File: src/rtl/wb_port_arbiter.sv
// wb_port_arbiter: shares the single regfile write port between the in-order
// writeback stage and the multi-cycle MDU. MDU results wait in a small FIFO
// and drain in cycles without a writeback write. A saturating starvation
// counter forces one FIFO grant (stalling writeback for a cycle) once the
// head has been denied MAX_WAIT times.
// Optional build macro: ORION_WB_ARB_PERF_EN adds two wrapping performance
// counters (perf_conflict_o, perf_stall_o).

module wb_port_arbiter #(
  parameter int XLEN        = 32,
  parameter int RF_IDX_BITS = 5,
  parameter int DEPTH       = 2,  // power of two, >= 2
  parameter int MAX_WAIT    = 4   // 1..15
) (
  input  logic                   clk_i,
  input  logic                   rst_i,
  // writeback stage
  input  logic                   pipe_we_i,
  input  logic [RF_IDX_BITS-1:0] pipe_rd_s_i,
  input  logic [XLEN-1:0]        pipe_rd_v_i,
  output logic                   pipe_stall_o,
  // MDU result bus
  input  logic                   mdu_valid_i,
  output logic                   mdu_ready_o,
  input  logic [RF_IDX_BITS-1:0] mdu_rd_s_i,
  input  logic [XLEN-1:0]        mdu_rd_v_i,
  // regfile write port
  output logic                   rf_we_o,
  output logic [RF_IDX_BITS-1:0] rf_rd_s_o,
  output logic [XLEN-1:0]        rf_rd_v_o,
`ifdef ORION_WB_ARB_PERF_EN
  output logic [31:0]            perf_conflict_o,
  output logic [31:0]            perf_stall_o,
`endif
  output logic                   mdu_pending_o
);

  localparam int PTR_W = $clog2(DEPTH);
  localparam int CNT_W = $clog2(DEPTH) + 1;
  localparam logic [CNT_W-1:0] DEPTH_C    = CNT_W'(DEPTH);
  localparam logic [3:0]       MAX_WAIT_C = 4'(MAX_WAIT);

  typedef struct packed {
    logic [RF_IDX_BITS-1:0] rd_s;
    logic [XLEN-1:0]        rd_v;
  } entry_t;

  entry_t           mem_q [DEPTH];
  logic [PTR_W-1:0] wr_ptr_q, wr_ptr_d;
  logic [PTR_W-1:0] rd_ptr_q, rd_ptr_d;
  logic [CNT_W-1:0] cnt_q, cnt_d;
  logic [3:0]       starve_q, starve_d;

  logic   fifo_empty;
  logic   fifo_full;
  logic   starved;
  logic   push;
  logic   pop;
  entry_t head;

  assign fifo_empty = (cnt_q == '0);
  assign fifo_full  = (cnt_q == DEPTH_C);
  assign starved    = (starve_q == MAX_WAIT_C);
  assign head       = mem_q[rd_ptr_q];

  // x0 results complete the handshake but are never stored.
  assign push = mdu_valid_i && !fifo_full && (mdu_rd_s_i != '0);
  // Head wins whenever writeback is idle, or when it has waited long enough.
  assign pop  = !fifo_empty && (!pipe_we_i || starved);

  // Ready reflects only the registered fill level: a full FIFO refuses even
  // in the cycle it drains, which keeps ready off the grant path.
  assign mdu_ready_o   = !fifo_full;
  assign mdu_pending_o = !fifo_empty;

  // Port mux: select granted source and qualify the write against x0.
  always_comb begin
    // NOTE: every always_comb output gets a default first so no path can leave
    // it unassigned and infer a latch.
    pipe_stall_o = 1'b0;
    rf_rd_s_o    = pipe_rd_s_i;
    rf_rd_v_o    = pipe_rd_v_i;
    if (pop) begin
      rf_rd_s_o    = head.rd_s;
      rf_rd_v_o    = head.rd_v;
      pipe_stall_o = pipe_we_i;  // only a forced grant can collide with a pipe write
    end
    rf_we_o = (pop || pipe_we_i) && (rf_rd_s_o != '0);
  end

  // Next-state for pointers, fill count and starvation counter.
  always_comb begin
    wr_ptr_d = wr_ptr_q + PTR_W'(push);
    rd_ptr_d = rd_ptr_q + PTR_W'(pop);
    cnt_d    = cnt_q + CNT_W'(push) - CNT_W'(pop);
    starve_d = starve_q;
    if (fifo_empty || pop) begin
      starve_d = '0;
    end else if (pipe_we_i && !starved) begin
      starve_d = starve_q + 4'd1;
    end
  end

  // Control state register with synchronous reset.
  always_ff @(posedge clk_i) begin
    // NOTE: sequential state uses non-blocking assignments so every register
    // samples pre-edge values regardless of statement order.
    if (rst_i) begin
      wr_ptr_q <= '0;
      rd_ptr_q <= '0;
      cnt_q    <= '0;
      starve_q <= '0;
    end else begin
      wr_ptr_q <= wr_ptr_d;
      rd_ptr_q <= rd_ptr_d;
      cnt_q    <= cnt_d;
      starve_q <= starve_d;
    end
  end

  // FIFO storage write.
  always_ff @(posedge clk_i) begin
    // NOTE: storage has no reset; clearing the pointers and count already
    // discards stale entries, and an unreset array maps onto plain RAM/flops.
    if (push) begin
      mem_q[wr_ptr_q] <= '{rd_s: mdu_rd_s_i, rd_v: mdu_rd_v_i};
    end
  end

`ifdef ORION_WB_ARB_PERF_EN
  logic [31:0] perf_conflict_q;
  logic [31:0] perf_stall_q;

  // Wrapping event counters: port contention and forced stalls.
  always_ff @(posedge clk_i) begin
    if (rst_i) begin
      perf_conflict_q <= '0;
      perf_stall_q    <= '0;
    end else begin
      perf_conflict_q <= perf_conflict_q + 32'(!fifo_empty && pipe_we_i);
      perf_stall_q    <= perf_stall_q + 32'(pipe_stall_o);
    end
  end

  assign perf_conflict_o = perf_conflict_q;
  assign perf_stall_o    = perf_stall_q;
`endif

endmodule

File: config.mk
export PLATFORM = sky130hd
export DESIGN_NAME = wb_port_arbiter
export DESIGN_NICKNAME = d
export VERILOG_FILES = /design/src/rtl/wb_port_arbiter.sv
export SDC_FILE = /design/constraint.sdc
export NUM_CORES = 1
export LEC_CHECK = 0
export ABC_AREA = 0
export BUFFER_PORTS_ARGS = -buffer_cell sky130_fd_sc_hd__buf_2
export CAP_MARGIN = 40
export CORE_MARGIN = 2
export CORE_UTILIZATION = 54
export DETAILED_ROUTE_END_ITERATION = 8
export PLACE_DENSITY = 0.85
export SLEW_MARGIN = 5
export SYNTH_ARGS = -nofsm -noshare
export SYNTH_HDL_FRONTEND = slang
export SYNTH_SLANG_ARGS = --single-unit
File: constraint.sdc
create_clock -name clk_i -period 6.3 [get_ports clk_i]
set_input_delay 0.315 -clock clk_i [delete_from_list [all_inputs] [get_ports clk_i]]
set_output_delay 0.315 -clock clk_i [all_outputs]
set_load 0.01 [all_outputs]
# Word-level counts from Yosys, hierarchy flattened
# Memory sizes are Yosys's and may differ from the RTL's. A register that Yosys moved wholly into a read port is not among the register bits.
# Index checks and enable logic that the tools add are counted.
# word_totals
ff_bits,8
ram_bits,74
input_bits,78
output_inout_bits,41
wordCells,34
n_memories,1
# memory_table
memory,words,width,read_ports,rd_clocked_by_memory_dff,write_ports,line_no,source
mem_q,2,37,1,1,1,48,entry_t mem_q [DEPTH];
# op_classes
add_sub_neg,5
n_eq_ne,2
mux,6
n_reduce_logical,16
# op_table
cell,count
$mux W32,1
$reduce_bool A5 Y1,2
$logic_and A1 B1 Y1,5
$mux W5,1
$add A4 B1 Y4 const B,1
$eq A4 B3 Y1 const B,1
$logic_not A1 Y1,4
$mux W1,4
$logic_or A1 B1 Y1,3
$add A1 B1 Y1,2
$add A2 B1 Y2,1
$eq A2 B2 Y1 const B,1
$logic_not A2 Y1,1
$reduce_or A2 Y1,1
$sub A2 B1 Y2,1

# Logic depth before layout (Yosys ltp)
# logic_depth
ltp_word,6
ltp_mapped,12
ltp_nobuf,10

# Least setup slack after synthesis
# Ideal clock, no wire load.
# synth_path
path_type,input to register
start,in mdu_rd_s_i[0]
end,"mem mem_q[0][0] (netlist name), enable pin"
setup_ns,0.428
arrival_ns,1.686
t_required_ns,5.872
setup_slack_ns,4.186
cell_stages,4
path_buffers,0
path_cell_list,or4_1 -> o211ai_1 -> inv_1 -> ha_1
# synth_between
elab_chain_cells,4
# synth_lines
element,line_no,source
start: declaration,25,"input logic [RF_IDX_BITS-1:0] mdu_rd_s_i,"
$reduce_bool A5 Y1,67,assign push = mdu_valid_i && !fifo_full && (mdu_rd_s_i != '0);
$logic_and A1 B1 Y1,67,
$mux W1,125,if (push) begin
$mux W1 (not written as such),126,"mem_q[wr_ptr_q] <= '{rd_s: mdu_rd_s_i, rd_v: mdu_rd_v_i};"
end: declaration,48,
# Every way passes these cells.

# Worst setup path in the final report
# layout_path
start,reg starve_q[0]
end,out rf_we_o
# layout_between
elab_chain_cells,6
elab_cells_between_ends,7
cone_classes,eq/ne: 1; mux: 1; reduce/logical: 5
# layout_lines
element,line_no,source
start: declaration,52,"logic [3:0] starve_q, starve_d;"
start signal: assignment,117,starve_q <= starve_d;
$eq A4 B3 Y1 *,63,assign starved = (starve_q == MAX_WAIT_C);
$logic_or A1 B1 Y1 *,69,assign pop = !fifo_empty && (!pipe_we_i || starved);
$logic_and A1 B1 Y1 *,69,
$mux W5,83,if (pop) begin
$reduce_bool A5 Y1,88,rf_we_o = (pop || pipe_we_i) && (rf_rd_s_o != '0);
$logic_and A1 B1 Y1 *,88,
end: declaration,28,"output logic rf_we_o,"
# Mark *: on every way between the ends. The rest lies on a longest branch, timed or not.

==> flow_summary.ini <==
[synth]
yosys.area.top_type = sky130_fd_sc_hd__edfxtp_1
ys_seq_elements = 82
synth_warnings = 0
yosysSeqAreaShare = 0.688
synth.avg_cell_area_um2 = 13.8
synth.mux.area_fraction = 0.116
synth_cell_types = 26
main_combinational_cell_family_by_area_after_synthesis = multiplexers
synthDominantCellAreaShare = 0.642
post_synth_xor_area_fraction = 0.0126
post_synth_and_or_nand_nor_area_fraction = 0.0665
post_synth_instance_area_um2 = 3460
ys_top_cells_by_area = sky130_fd_sc_hd__edfxtp_1 64%, sky130_fd_sc_hd__mux2i_1 11%, sky130_fd_sc_hd__a21oi_1 5.2%, sky130_fd_sc_hd__nor2_1 4.9%, sky130_fd_sc_hd__dfxtp_1 4.6%
syn-instance-count = 251
synth-compound-area-share = 0.0585
synth_fp_nets = 335
yosys.area_share.adder = 0.0217

[routing]
antenna_violating_nets_post_route = 0
drcViolationCount = 0
route.detailed.wl_per_inst_um = 14.1
route.final.wire_length_um = 6400
dr.first_iter.drc_count = 101
drt_first_pass_iters = 4
detail_route.vias_per_cell = 5.06
via_count = 2287

[grt]
wire_length_of_the_first_global_routing_pass_um = 10400
grt_use_total = 0.190
grt_antenna_before_repair = 0
pin_count_of_the_biggest_net_entering_global_routing = 61
via_count_of_the_first_global_routing_pass = 2252
globalRouteOverflowTotal = 0

[floorplan]
die-width_um = 84.1
floorplan.core_area_um2 = 6280
floorplan.die_area_um2 = 7070
design.portCount = 119
std_cell_rows = 29
die_height_um = 84.1
start_util = 0.552

[pwr]
leakage_nw = 1.72
power_density_nw_per_um2 = 369
worst_ir_drop_vdd_mv = 0.239

[clock_tree]
cts_setup_buffers = 0
cts_hold_buf = 0
cts.clk_slew.worst_paths_ns = 0.08
cts.sinks = 82
cts_inserted_buffers = 9
cts-resized-gates = 0
clk_path_buf_depth = 2
cts-htree-levels = 3
cts-root-buf = sky130_fd_sc_hd__clkbuf_8
tritoncts_clock_tree = built
insertion_delay_ns = 0.34

[place]
detailed_place_hpwl_um = 4490
io_buffers = 118
globalplace.congestion = 0.773

[sta]
unrepaired_setup_endpoints_after_global_routing = false
max_slew.worst_pin.slew_ns = 0.568
final_number_of_hold_violating_endpoints = 0
final.setup.tns_ns = 0
setup_viol = 0
fin_crit_sh = 0.490
report.final.slew_viol_count = 0
timing.clock.skew_ns = 0.00687
slew_headroom = 0.622
max_freq_mhz = 324
final.min_clock_period_ns = 3.09

[setup_path]
worst_r2r_startpoint = starve_q[0]$_SDFFE_PP0P_
worst_setup_path_start_kind = flop
cp_data_arrival_time_ns = 2.77
critical_path.max_fanout = 60
crit_path_end_kind = output port
timing.critical_path.to = rf_we_o
timing.critical_path.from = starve_q[0]$_SDFFE_PP0P_
worstSetupPathType = flop to output port
r2r-end = cnt_q[1]$_SDFF_PP0_
r2r_setup_slack_ns = 3.59
cp_data_required_time_ns = 5.98
ff2ff_path_depth = 11

[outcome]
status = finished, final reports clean

[finish]
layout.nets = 455
antenna-diode-count = 0
ratio_of_cells_with_drive_above_1_in_the_final_layout = 0.376
layout.core_utilization = 0.694
synthToLayoutAreaGrowth_pct = 25.8

[hold_path]
holdCritPathClass = primary input to flop

[run]
cap_violations = 0
## per-layer routing
metal,share of wire,GRT usage
met5,0,0
met4,0.016,0.0748
met3,0.073,0.0623
met2,0.49,0.313
met1,0.42,0.232
## synth_stat cells
master	number
sky130_fd_sc_hd__edfxtp_1	74
sky130_fd_sc_hd__clkbuf_2	1
sky130_fd_sc_hd__clkbuf_4	1
sky130_fd_sc_hd__buf_4	7
sky130_fd_sc_hd__a21oi_1	36
sky130_fd_sc_hd__or4_1	1
sky130_fd_sc_hd__or3_1	1
sky130_fd_sc_hd__nand3b_1	1
sky130_fd_sc_hd__nor2_1	45
sky130_fd_sc_hd__nor4_1	1
sky130_fd_sc_hd__inv_1	11
sky130_fd_sc_hd__xnor2_1	3
sky130_fd_sc_hd__nand2b_1	1
sky130_fd_sc_hd__nor3_1	1
sky130_fd_sc_hd__nand3_1	2
sky130_fd_sc_hd__a21oi_2	1
sky130_fd_sc_hd__buf_2	4
sky130_fd_sc_hd__mux2i_1	38
sky130_fd_sc_hd__mux2_2	2
sky130_fd_sc_hd__and2_1	1
sky130_fd_sc_hd__nor2b_1	1
sky130_fd_sc_hd__dfxtp_1	8
sky130_fd_sc_hd__xor2_1	2
sky130_fd_sc_hd__a31oi_1	1
sky130_fd_sc_hd__ha_1	6
sky130_fd_sc_hd__o211ai_1	1
## metrics by stage
step	power, mW	hold WS [ns]	setup WS (ns)	instances	instance area [um^2]
2_1_floorplan	1.06	0.382	4.19	251	3460
3_3_place_gp	1.20	0.444	3.69	435	4090
3_5_place_dp	1.23	0.462	3.58	437	4150
4_1_cts	1.63	0.140	3.18	452	4360
5_1_grt	1.70	0.134	2.95	452	4360
6_report	1.61	0.156	3.21	452	4360
## worst min path at each step
stage,startpoint,to,slack (ns),depth (start not counted)
global route,mdu_rd_v_i[26],mem_q[0][26]$_DFFE_PP_,0.13,1
detailed placement,starve_q[0]$_SDFFE_PP0P_,starve_q[0]$_SDFFE_PP0P_,0.46,1
CTS,mdu_rd_v_i[26],mem_q[1][26]$_DFFE_PP_,0.14,1
floorplan,rst_i,wr_ptr_q$_SDFF_PP0_,0.38,1
global placement,starve_q[0]$_SDFFE_PP0P_,starve_q[0]$_SDFFE_PP0P_,0.44,1
finish,mdu_rd_v_i[21],mem_q[1][21]$_DFFE_PP_,0.16,1
## critical path: stages (launching register included)
cell                       delay, ns
sky130_fd_sc_hd__dfxtp_1        0.34
sky130_fd_sc_hd__inv_1          0.06
sky130_fd_sc_hd__ha_1           0.14
sky130_fd_sc_hd__nand3b_1       0.14
sky130_fd_sc_hd__a21oi_4        0.44
sky130_fd_sc_hd__buf_4          0.56
sky130_fd_sc_hd__mux2_2         0.41
sky130_fd_sc_hd__a31oi_1        0.16
sky130_fd_sc_hd__buf_2          0.15
## state kept, by name, summed over array words and instances (netlist names)
signal	flops
starve_q	4
mem_q	74
rd_ptr_q	1
cnt_q	2
wr_ptr_q	1
## placed cells by master (no fill, tap or decap), types with 2 or more instances in the layout
| cell type | Yosys | routed |
|---|---|---|
| sky130_fd_sc_hd__clkbuf_8 | 0 | 9 |
| sky130_fd_sc_hd__bufinv_16 | 0 | 2 |
| sky130_fd_sc_hd__buf_16 | 0 | 2 |
| sky130_fd_sc_hd__nand3_1 | 2 | 2 |
| sky130_fd_sc_hd__xor2_1 | 2 | 2 |
| sky130_fd_sc_hd__buf_2 | 4 | 118 |
| sky130_fd_sc_hd__ha_1 | 6 | 4 |
| sky130_fd_sc_hd__inv_1 | 11 | 11 |
| sky130_fd_sc_hd__mux2_2 | 2 | 2 |
| sky130_fd_sc_hd__dfxtp_1 | 8 | 7 |
| sky130_fd_sc_hd__mux2i_1 | 38 | 38 |
| sky130_fd_sc_hd__nor2_1 | 45 | 45 |
| sky130_fd_sc_hd__a21oi_1 | 36 | 36 |
| sky130_fd_sc_hd__ha_2 | 0 | 2 |
| sky130_fd_sc_hd__edfxtp_1 | 74 | 74 |
| sky130_fd_sc_hd__xnor2_1 | 3 | 3 |
| sky130_fd_sc_hd__buf_4 | 7 | 2 |
## final cells by class
| cell class | count | area [um^2] |
|---|---|---|
| clock buffer | 10 | 128 |
| timing repair buffer | 122 | 661 |
| sequential | 82 | 2380 |
| inverter | 11 | 41.3 |
| multi-input combinational | 145 | 967 |
| tap | 77 | 96.3 |
| clock inverter | 5 | 80.1 |
| fill | 446 | 1920 |
## logic make-up after synthesis
kind of cell,count (synthesis)
AOI/OAI and AO/OA,39
adders and majority gates,6
muxes,40
buffers and inverters,24
and+or+nand+nor,55
xor gates and xnor gates,5
DFF,82
## power breakdown
group / switching, mW / leakage (nW) / internal, mW
logic: 0.289 / 0.862 / 0.210
registers: 0.0294 / 0.756 / 0.683
clock network: 0.177 / 0.100 / 0.221
total: 0.495 / 1.72 / 1.11
No activity file was read; power rests on OpenSTA's default activity.
